[src/rtl/cpu_mem_pkg.sv]
// Shared definitions for the CPU I/D memory arbiter: FSM states,
// requester ids and performance-counter layout.
package cpu_mem_pkg;

    typedef enum logic [1:0] {
        ST_IDLE  = 2'd0,
        ST_ISSUE = 2'd1,
        ST_WAIT  = 2'd2,
        ST_RESP  = 2'd3
    } state_e;

    typedef enum logic {
        REQ_I = 1'b0,
        REQ_D = 1'b1
    } req_id_e;

    // Performance counter bank layout (used only with ARB_PERF_CNT_EN).
    localparam int PERF_W      = 32;
    localparam int PERF_N      = 3;
    localparam int PERF_ISTALL = 0;
    localparam int PERF_DSTALL = 1;
    localparam int PERF_BUSY   = 2;

endpackage

[src/rtl/cpu_mem_arbiter_if.sv]
// Bus bundle between CPU core, arbiter and unified memory.
// slave  = arbiter view, master = CPU/memory environment view.
interface cpu_mem_arbiter_if #(
    parameter int AW = 16,
    parameter int DW = 32
);
    // instruction fetch port
    logic          i_req_valid;
    logic          i_req_ready;
    logic [AW-1:0] i_addr;
    logic          i_rvalid;
    logic [DW-1:0] i_rdata;
    // data port
    logic          d_req_valid;
    logic          d_req_ready;
    logic          d_we;
    logic [AW-1:0] d_addr;
    logic [DW-1:0] d_wdata;
    logic          d_rvalid;
    logic [DW-1:0] d_rdata;
    // memory port
    logic          mem_en;
    logic          mem_we;
    logic [AW-1:0] mem_addr;
    logic [DW-1:0] mem_wdata;
    logic [DW-1:0] mem_rdata;

    modport slave (
        input  i_req_valid, i_addr, d_req_valid, d_we, d_addr, d_wdata, mem_rdata,
        output i_req_ready, i_rvalid, i_rdata, d_req_ready, d_rvalid, d_rdata,
               mem_en, mem_we, mem_addr, mem_wdata
    );

    modport master (
        output i_req_valid, i_addr, d_req_valid, d_we, d_addr, d_wdata, mem_rdata,
        input  i_req_ready, i_rvalid, i_rdata, d_req_ready, d_rvalid, d_rdata,
               mem_en, mem_we, mem_addr, mem_wdata
    );
endinterface

[src/rtl/mem_arb_perf_ctr.sv]
// Bank of N saturating event counters, cleared by synchronous reset.
module mem_arb_perf_ctr #(
    parameter int N = 3,
    parameter int W = 32
) (
    input  logic                clk,
    input  logic                pc_rst,
    input  logic [N-1:0]        inc,
    output logic [N-1:0][W-1:0] cnt
);

    for (genvar g = 0; g < N; g++) begin : g_ctr
        logic [W-1:0] c_q;

        // count events, sticking at all-ones instead of wrapping
        always_ff @(posedge clk) begin
            if (pc_rst)
                c_q <= '0;
            else if (inc[g] && (c_q != {W{1'b1}}))
                c_q <= c_q + 1'b1;
        end

        assign cnt[g] = c_q;
    end

endmodule

[src/rtl/cpu_mem_arbiter.sv]
// Arbitrates one single-port synchronous memory between the CPU fetch (I)
// and data (D) ports. One transaction in flight:
//   IDLE -> ISSUE -> WAIT (MEM_LAT cycles) -> RESP -> IDLE.
// D wins ties unless I has been passed over STARVE_MAX times in a row.
// Optional build macro ARB_PERF_CNT_EN adds stall/busy counters.
module cpu_mem_arbiter
    import cpu_mem_pkg::*;
#(
    parameter int AW         = 16,
    parameter int DW         = 32,
    parameter int MEM_LAT    = 1,
    parameter int STARVE_MAX = 3
) (
    input  logic              clk,
    input  logic              pc_rst,
    cpu_mem_arbiter_if.slave  bus
`ifdef ARB_PERF_CNT_EN
    ,
    output logic [PERF_W-1:0] perf_i_stall,
    output logic [PERF_W-1:0] perf_d_stall,
    output logic [PERF_W-1:0] perf_busy
`endif
);

    localparam int WCW = (MEM_LAT > 1) ? $clog2(MEM_LAT) : 1;
    localparam int SCW = $clog2(STARVE_MAX + 2);

    state_e          state_q, state_d;
    logic [WCW-1:0]  wait_cnt_q;
    logic [SCW-1:0]  starve_cnt_q;
    req_id_e         id_q;
    logic            we_q;
    logic            mem_en_q, mem_we_q;
    logic [AW-1:0]   mem_addr_q;
    logic [DW-1:0]   mem_wdata_q;
    logic            i_rvalid_q, d_rvalid_q;
    logic [DW-1:0]   i_rdata_q, d_rdata_q;

    logic starve_hit, grant_i, grant_d, idle_ok;
    logic acc_i, acc_d, acc, last_wait;

    // Arbitration: D by default; I once it has lost STARVE_MAX times in a row.
    assign starve_hit = (starve_cnt_q == SCW'(STARVE_MAX));
    assign grant_d    = bus.d_req_valid && (!bus.i_req_valid || !starve_hit);
    assign grant_i    = bus.i_req_valid && !grant_d;
    assign idle_ok    = (state_q == ST_IDLE) && !pc_rst;

    assign bus.i_req_ready = idle_ok && grant_i;
    assign bus.d_req_ready = idle_ok && grant_d;

    assign acc_i     = bus.i_req_ready;
    assign acc_d     = bus.d_req_ready;
    assign acc       = acc_i || acc_d;
    assign last_wait = (state_q == ST_WAIT) && (wait_cnt_q == WCW'(MEM_LAT - 1));

    // Next-state logic; reset always lands in IDLE.
    always_comb begin
        state_d = state_q;
        case (state_q)
            ST_IDLE:  if (acc) state_d = ST_ISSUE;
            ST_ISSUE: state_d = ST_WAIT;
            ST_WAIT:  if (last_wait) state_d = ST_RESP;
            ST_RESP:  state_d = ST_IDLE;
            default:  state_d = ST_IDLE;
        endcase
        if (pc_rst) state_d = ST_IDLE;
    end

    // State register.
    always_ff @(posedge clk) begin
        if (pc_rst) state_q <= ST_IDLE;
        else        state_q <= state_d;
    end

    // Counts WAIT cycles so the memory word is captured on the last one.
    always_ff @(posedge clk) begin
        if (pc_rst || state_q != ST_WAIT) wait_cnt_q <= '0;
        else                              wait_cnt_q <= wait_cnt_q + 1'b1;
    end

    // Latch the winning request and drive the memory strobe in the ISSUE cycle;
    // address/wdata hold their last value between transactions.
    always_ff @(posedge clk) begin
        if (pc_rst) begin
            id_q        <= REQ_I;
            we_q        <= 1'b0;
            mem_en_q    <= 1'b0;
            mem_we_q    <= 1'b0;
            mem_addr_q  <= '0;
            mem_wdata_q <= '0;
        end else begin
            mem_en_q <= acc;
            mem_we_q <= acc_d && bus.d_we;
            if (acc) begin
                id_q       <= acc_d ? REQ_D : REQ_I;
                we_q       <= acc_d && bus.d_we;
                mem_addr_q <= acc_d ? bus.d_addr : bus.i_addr;
                if (acc_d) mem_wdata_q <= bus.d_wdata;
            end
        end
    end

    assign bus.mem_en    = mem_en_q;
    assign bus.mem_we    = mem_we_q;
    assign bus.mem_addr  = mem_addr_q;
    assign bus.mem_wdata = mem_wdata_q;

    // Capture memory data on the last WAIT cycle; rvalid is high for the RESP cycle.
    always_ff @(posedge clk) begin
        if (pc_rst) begin
            i_rvalid_q <= 1'b0;
            d_rvalid_q <= 1'b0;
            i_rdata_q  <= '0;
            d_rdata_q  <= '0;
        end else begin
            i_rvalid_q <= last_wait && (id_q == REQ_I);
            d_rvalid_q <= last_wait && (id_q == REQ_D);
            if (last_wait) begin
                if (id_q == REQ_I) i_rdata_q <= bus.mem_rdata;
                else               d_rdata_q <= we_q ? '0 : bus.mem_rdata;
            end
        end
    end

    assign bus.i_rvalid = i_rvalid_q;
    assign bus.d_rvalid = d_rvalid_q;
    assign bus.i_rdata  = i_rdata_q;
    assign bus.d_rdata  = d_rdata_q;

    // Starvation counter: D wins while I waits bump it; I winning, or I not
    // asking during an IDLE cycle, clears it.
    always_ff @(posedge clk) begin
        if (pc_rst)
            starve_cnt_q <= '0;
        else if (state_q == ST_IDLE) begin
            if (acc_i)
                starve_cnt_q <= '0;
            else if (acc_d && bus.i_req_valid) begin
                if (!starve_hit) starve_cnt_q <= starve_cnt_q + 1'b1;
            end else if (!bus.i_req_valid)
                starve_cnt_q <= '0;
        end
    end

`ifdef ARB_PERF_CNT_EN
    logic [PERF_N-1:0]             perf_inc;
    logic [PERF_N-1:0][PERF_W-1:0] perf_cnt;

    // The accept cycle counts as busy, so a saturated stream reads MEM_LAT+3 per transaction.
    assign perf_inc[PERF_ISTALL] = bus.i_req_valid && !bus.i_req_ready;
    assign perf_inc[PERF_DSTALL] = bus.d_req_valid && !bus.d_req_ready;
    assign perf_inc[PERF_BUSY]   = (state_q != ST_IDLE) || acc;

    mem_arb_perf_ctr #(.N(PERF_N), .W(PERF_W)) u_perf (
        .clk    (clk),
        .pc_rst (pc_rst),
        .inc    (perf_inc),
        .cnt    (perf_cnt)
    );

    assign perf_i_stall = perf_cnt[PERF_ISTALL];
    assign perf_d_stall = perf_cnt[PERF_DSTALL];
    assign perf_busy    = perf_cnt[PERF_BUSY];
`endif

endmodule

[src/flat_wrapper.sv]
// flat-port wrapper written by rule: the top's interface ports become plain ports
module cpu_mem_arbiter_flat import cpu_mem_pkg::*;
#(
    parameter int AW         = 16,
    parameter int DW         = 32,
    parameter int MEM_LAT    = 1,
    parameter int STARVE_MAX = 3
)
  (clk, pc_rst, bus_i_req_valid, bus_i_addr, bus_d_req_valid, bus_d_we, bus_d_addr, bus_d_wdata, bus_mem_rdata, bus_i_req_ready, bus_i_rvalid, bus_i_rdata, bus_d_req_ready, bus_d_rvalid, bus_d_rdata, bus_mem_en, bus_mem_we, bus_mem_addr, bus_mem_wdata);
  cpu_mem_arbiter_if #(.AW(AW), .DW(DW)) bus_i ();
  input  logic clk;
  input  logic pc_rst;
  input wire logic [$bits(bus_i.i_req_valid)-1:0] bus_i_req_valid;
  input wire logic [$bits(bus_i.i_addr)-1:0] bus_i_addr;
  input wire logic [$bits(bus_i.d_req_valid)-1:0] bus_d_req_valid;
  input wire logic [$bits(bus_i.d_we)-1:0] bus_d_we;
  input wire logic [$bits(bus_i.d_addr)-1:0] bus_d_addr;
  input wire logic [$bits(bus_i.d_wdata)-1:0] bus_d_wdata;
  input wire logic [$bits(bus_i.mem_rdata)-1:0] bus_mem_rdata;
  output wire logic [$bits(bus_i.i_req_ready)-1:0] bus_i_req_ready;
  output wire logic [$bits(bus_i.i_rvalid)-1:0] bus_i_rvalid;
  output wire logic [$bits(bus_i.i_rdata)-1:0] bus_i_rdata;
  output wire logic [$bits(bus_i.d_req_ready)-1:0] bus_d_req_ready;
  output wire logic [$bits(bus_i.d_rvalid)-1:0] bus_d_rvalid;
  output wire logic [$bits(bus_i.d_rdata)-1:0] bus_d_rdata;
  output wire logic [$bits(bus_i.mem_en)-1:0] bus_mem_en;
  output wire logic [$bits(bus_i.mem_we)-1:0] bus_mem_we;
  output wire logic [$bits(bus_i.mem_addr)-1:0] bus_mem_addr;
  output wire logic [$bits(bus_i.mem_wdata)-1:0] bus_mem_wdata;
  assign bus_i.i_req_valid = bus_i_req_valid;
  assign bus_i.i_addr = bus_i_addr;
  assign bus_i.d_req_valid = bus_d_req_valid;
  assign bus_i.d_we = bus_d_we;
  assign bus_i.d_addr = bus_d_addr;
  assign bus_i.d_wdata = bus_d_wdata;
  assign bus_i.mem_rdata = bus_mem_rdata;
  assign bus_i_req_ready = bus_i.i_req_ready;
  assign bus_i_rvalid = bus_i.i_rvalid;
  assign bus_i_rdata = bus_i.i_rdata;
  assign bus_d_req_ready = bus_i.d_req_ready;
  assign bus_d_rvalid = bus_i.d_rvalid;
  assign bus_d_rdata = bus_i.d_rdata;
  assign bus_mem_en = bus_i.mem_en;
  assign bus_mem_we = bus_i.mem_we;
  assign bus_mem_addr = bus_i.mem_addr;
  assign bus_mem_wdata = bus_i.mem_wdata;
  cpu_mem_arbiter #(.AW(AW), .DW(DW), .MEM_LAT(MEM_LAT), .STARVE_MAX(STARVE_MAX)) u_core (.clk(clk), .pc_rst(pc_rst), .bus(bus_i));
endmodule
[config.mk]
export PLATFORM = sky130hd
export DESIGN_NAME = cpu_mem_arbiter_flat
export DESIGN_NICKNAME = d
export VERILOG_FILES = /design/src/rtl/cpu_mem_pkg.sv /design/src/rtl/cpu_mem_arbiter_if.sv /design/src/rtl/mem_arb_perf_ctr.sv /design/src/rtl/cpu_mem_arbiter.sv /design/src/flat_wrapper.sv
export SDC_FILE = /design/constraint.sdc
export NUM_CORES = 1
export LEC_CHECK = 0
export ABC_AREA = 1
export CAP_MARGIN = 20
export CORE_ASPECT_RATIO = 0.7
export CORE_MARGIN = 2
export CORE_UTILIZATION = 41
export DETAILED_ROUTE_END_ITERATION = 8
export PLACE_DENSITY = 0.88
export RECOVER_POWER = 25
export SLEW_MARGIN = 10
export SYNTH_ARGS = -nofsm -noshare
export SYNTH_HDL_FRONTEND = slang
export SYNTH_SLANG_ARGS = --single-unit
[constraint.sdc]
create_clock -name clk -period 1.7 [get_ports clk]
set_input_delay 0.34 -clock clk [delete_from_list [all_inputs] [get_ports clk]]
set_output_delay 0.34 -clock clk [all_outputs]
set_load 0.02 [all_outputs]
# Yosys cells after proc, flatten, opt, wreduce, memory -nomap -nowiden

Index checks and enable logic that the tools add are counted.

Bits of input ports: 101
Register bits after elaboration: 124

Bitwise gates (word level): 2
$add $sub $neg: 2
Equality and inequality tests: 9
Multiplexer cells: 10
Reductions and logical operators: 23

Operators by type and width:

| cell                | number |
|---|---|
| $mux 32             | 1 |
| $mux 16             | 1 |
| $mux 3              | 4 |
| $logic_and 1x1->1   | 10 |
| $pmux 2 s4          | 1 |
| $reduce_and 2->1    | 4 |
| $eq 2x2->1 const B  | 2 |
| $logic_not 1->1     | 4 |
| $mux 2              | 2 |
| $ne 2x1->1 const B  | 2 |
| $add 3x1->3 const B | 1 |
| $eq 3x2->1 const B  | 1 |
| $logic_or 1x1->1    | 3 |
| $ne 3x1->1 const B  | 1 |
| $ne 3x3->1 const B  | 1 |
| $reduce_and 3->1    | 1 |
| $eq 2x1->1 const B  | 1 |
| $logic_not 2->1     | 1 |
| $ne 2x2->1 const B  | 1 |
| $not 1->1           | 2 |
| $add 1x1->1 const B | 1 |
| $mux 1              | 1 |

# Logic depth before layout (Yosys ltp)

Depth in word-level cells: 10
Mapped depth: 11
Mapped depth without buffers: 10

# Worst setup path after synthesis

OpenSTA, ideal clock, no wires.

Kind: register to output
From: register u_core.starve_cnt_q[0]
To: output bus_d_req_ready
Data required time: 1.360 ns
Cell stages (with the launch flop): 7
Slack: 0.118 ns
Data arrival time: 1.242 ns
Path through: dfxtp_1 > ha_1 > ha_1 > nand2_1 > nand4_4 > inv_2 > buf_2

Word-level cells in the longest chain between the ends: 5

Ends and longest elaborated chain:

| element                | line                   | source |
|---|---|---|
| from (decl)            | cpu_mem_arbiter.sv:30  | `logic [SCW-1:0] starve_cnt_q;` |
| from (signal assigned) | cpu_mem_arbiter.sv:139 | `if (!starve_hit) starve_cnt_q <= starve_cnt_q + 1'b1;` |
| $eq 3x2->1             | cpu_mem_arbiter.sv:43  | `assign starve_hit = (starve_cnt_q == SCW'(STARVE_MAX));` |
| $logic_not 1->1        | cpu_mem_arbiter.sv:44  | `assign grant_d = bus.d_req_valid && (!bus.i_req_valid \|\| !starve_hit);` |
| $logic_or 1x1->1       | cpu_mem_arbiter.sv:44  |  |
| $logic_and 1x1->1      | cpu_mem_arbiter.sv:44  |  |
| $logic_and 1x1->1      | cpu_mem_arbiter.sv:49  | `assign bus.d_req_ready = idle_ok && grant_d;` |
| to (decl)              | flat_wrapper.sv:23     | `output wire logic [$bits(bus_i.d_req_ready)-1:0] bus_d_req_ready;` |

No other way between the ends.

# Final worst setup path

From: register u_core.starve_cnt_q[1]
To: output bus_d_req_ready

The elaborated chain is that of the path after synthesis.

==> run metrics <==
Seq cells post-synth 124; RR Endpoint u_core.bus.mem_addr[12]; TritonCTS clock tree yes; die area between 10000 and 15000 sq um; RSZ-0062 raised after global routing yes; Post-DP HPWL 9650 microns; RR Startpoint u_core.starve_cnt_q[1]; worst reg2reg path depth 10; Crit Path Class reg -> out; DRC errors left 0; Synth Net Count 724; failing checks negative setup slack; Critical Path End bus_d_req_ready; count leader, synth nand2_1; CTS Buffer Depth 2; CTS clk-pin slew, worst paths 60 ps; first-pass GRT wire length 22700 microns; FILL cells around 940; Pre-Repair DR Iteration Count 5; Slew HR 72.4%; worst clock skew a little under 9 ps; most frequent cell on the critical path ha_4; final net count 947; DR WL/cell 14.4 microns; non-filler cells, final 1006; delay-heaviest family, CP flip-flops; Placed Instances 972; CP required roughly 1400 ps; Worst Path Buf+Inv 2; setup violators final 3; Crit. End Element primary output; Synth area leader dfxtp_1; Post-Syn Area per Cell 7.56 sq um; max-slew violation count 0; Clock Latency Late Sink 400 ps; CTS root buffer clkbuf_16; Critical Path Stages 6; # clock sinks 124; worst reg-to-reg setup slack -20 ps; Initial Util a little over two fifths; Max-Cap Viols 0; Synth async-reset ratio 0%; Critical Path Fanout Max 2; hold buffers post-CTS 0; top post-synthesis cells by area dfxtp_1 53%, nand2_1 13%, nand3_1 11%; cells after synthesis 618; largest net degree at the start of global routing 60; global placement routability congestion 0.839; max incr delay on CP ~330 ps; first-iteration detailed-routing DRC count 289; Final Total Pwr 10.5 mW; synth unique cells 23; grt total ovfl 0; WP data arrival around 1500 ps; vias per cell between 4 and 5; share of layout cells above drive strength 1 between 8 and 9%; total CTS buffers 17; status finished with violations; GRT Resource Usage Total 23.1%; Seq/Total Area, Yosys between 50% and 60%; Top Ports approximately 220; Synth top cells by count 157 x nand2_1, 124 x dfxtp_1, 101 x nand3_1; Final Util 67.2%; port bufs 218; core area 11100 sq um; worst min path class reg -> reg; worst-path cell with the longest stage delay dfxtp_2; DIE WIDTH 132 microns; vias in the first global route 4802; Die Ht 93.3 microns; power density over cell area ~1400 nW/um^2; Fin. Hold Viols 0; Antenna Nets Post-Route 0; Startpoint Class flip-flop; Area Growth Syn to Fin 58.8%; initial antenna violation count 0; synth warn 0; Routed WL 14400 microns; Mapped Area ~4700 sq um; depth of the CTS H-tree 4; top_reg_cell synth dfxtp_1; Post-synth EDFFs 0; fmax 0.555 GHz; post-synth top area share 53.1%; Worst Setup Slack, final -101 ps; Antenna Cells 0; worst-margin pin slew 413 ps; setup_tns -197 ps; LEAKAGE 3.48 nW; CP Cell Sequence ha_4 -> ha_4 -> nand2_4 -> nand4_4 -> inv_4 -> buf_6; Rows 32; DR vias approximately 4900; Final min period 1800 ps; Setup WS pre-CTS -503 ps; CP Launch Point u_core.starve_cnt_q[1]; period utilization 106%; Worst IR Drop VDD 731 uV
==> per-stage QoR <==
stage / cell area (sq um) / hold slack [ps]
after floorplan: 4670 / 437
after global placement: 7080 / 430
after detailed placement: 7080 / 433
after CTS: 7620 / 442
after global routing: 7420 / 461
final: 7420 / 441
==> power by group <==
part           switching, mW  total, mW  internal, mW  leakage, nW
Combinational           2.00       3.26          1.26         2.20
Sequential             0.269       3.73          3.46         1.01
Clock                   1.26       3.54          2.28        0.275
Total                   3.52       10.5          7.01         3.48
==> timing repair <==
item | in CTS | in global routing
gates resized for setup | 85 | 57
cloned | 0 | 0
setup buffers | 2 | 1
setup endpoints to repair | 92 | 97
pin swaps | 2 | 3
==> tightest hold or removal path, cell delays in order (launching register included) <==
cell and delay, ps:
dfxtp_1 300, inv_1 50, a21oi_1 50
==> cell families after synthesis <==
kind of cell / synth area share (%)
AND/OR/NAND/NOR: 28.9
adder cells (fa/ha/maj): 1.34
AO/OA/AOI/OAI: 7.76
buffers and inverters: 8.84
flip-flops: 53.1
==> flip-flops by register name, indices dropped and copies added, names as in the netlist <==
register	cells
u_core.bus.d_rdata	32
u_core.bus.i_rdata	32
u_core.bus.mem_wdata	32
u_core.bus.mem_addr	16
u_core.starve_cnt_q	3
u_core.state_q	2
u_core.bus.d_rvalid	1
u_core.bus.i_rvalid	1
u_core.bus.mem_en	1
u_core.bus.mem_we	1
u_core.id_q	1
u_core.wait_cnt_q	1
u_core.we_q	1
==> cell type report <==
type,instances,area [sq um],area share (%)
clock inverter,12,149,2.01
sequential,124,2480,33.5
tap,153,191,2.58
clock buffer,19,433,5.83
inverter,60,233,3.14
timing repair buffer,243,2090,28.1
multi-input combinational,395,1840,24.8
==> worst min-delay path by stage <==
stage	start	end	slack, ps	cells after the start
after floorplan	u_core.state_q[0]	u_core.state_q[0]	440	2
after global placement	u_core.bus.i_rdata[13]	u_core.bus.i_rdata[13]	430	2
after detailed placement	u_core.bus.i_rdata[1]	u_core.bus.i_rdata[1]	430	2
after CTS	u_core.bus.i_rdata[1]	u_core.bus.i_rdata[1]	440	2
after global routing	u_core.bus.i_rdata[4]	u_core.bus.i_rdata[4]	460	2
final	u_core.bus.i_rdata[5]	u_core.bus.i_rdata[5]	440	2
==> placed cells by master, fill, tap and decap left out, types with 3 or more instances in the layout <==
master and n:
nor2_1 57, nand3_1 100, clkdlybuf4s50_1 108, buf_6 4, dfxtp_1 122, inv_1 55
nand2_1 154, clkbuf_1 44, clkinv_2 4, nand2_4 3, bufinv_16 3, a21oi_1 36
clkinvlp_4 4, dlygate4sd2_1 66, clkbuf_16 17, inv_4 3, buf_12 4, o21ai_0 32
ha_4 3, buf_4 17
==> per-layer routing <==
metal	up-vias	wire length, microns	global-route usage, %
met5	-	0	0
met3	20	1210	6.67
met1	2259	6040	26.5
li1	2404	-	-
met2	212	6990	40.8
met4	0	205	9.69
Note: power is estimated with default switching activity, not from simulation.
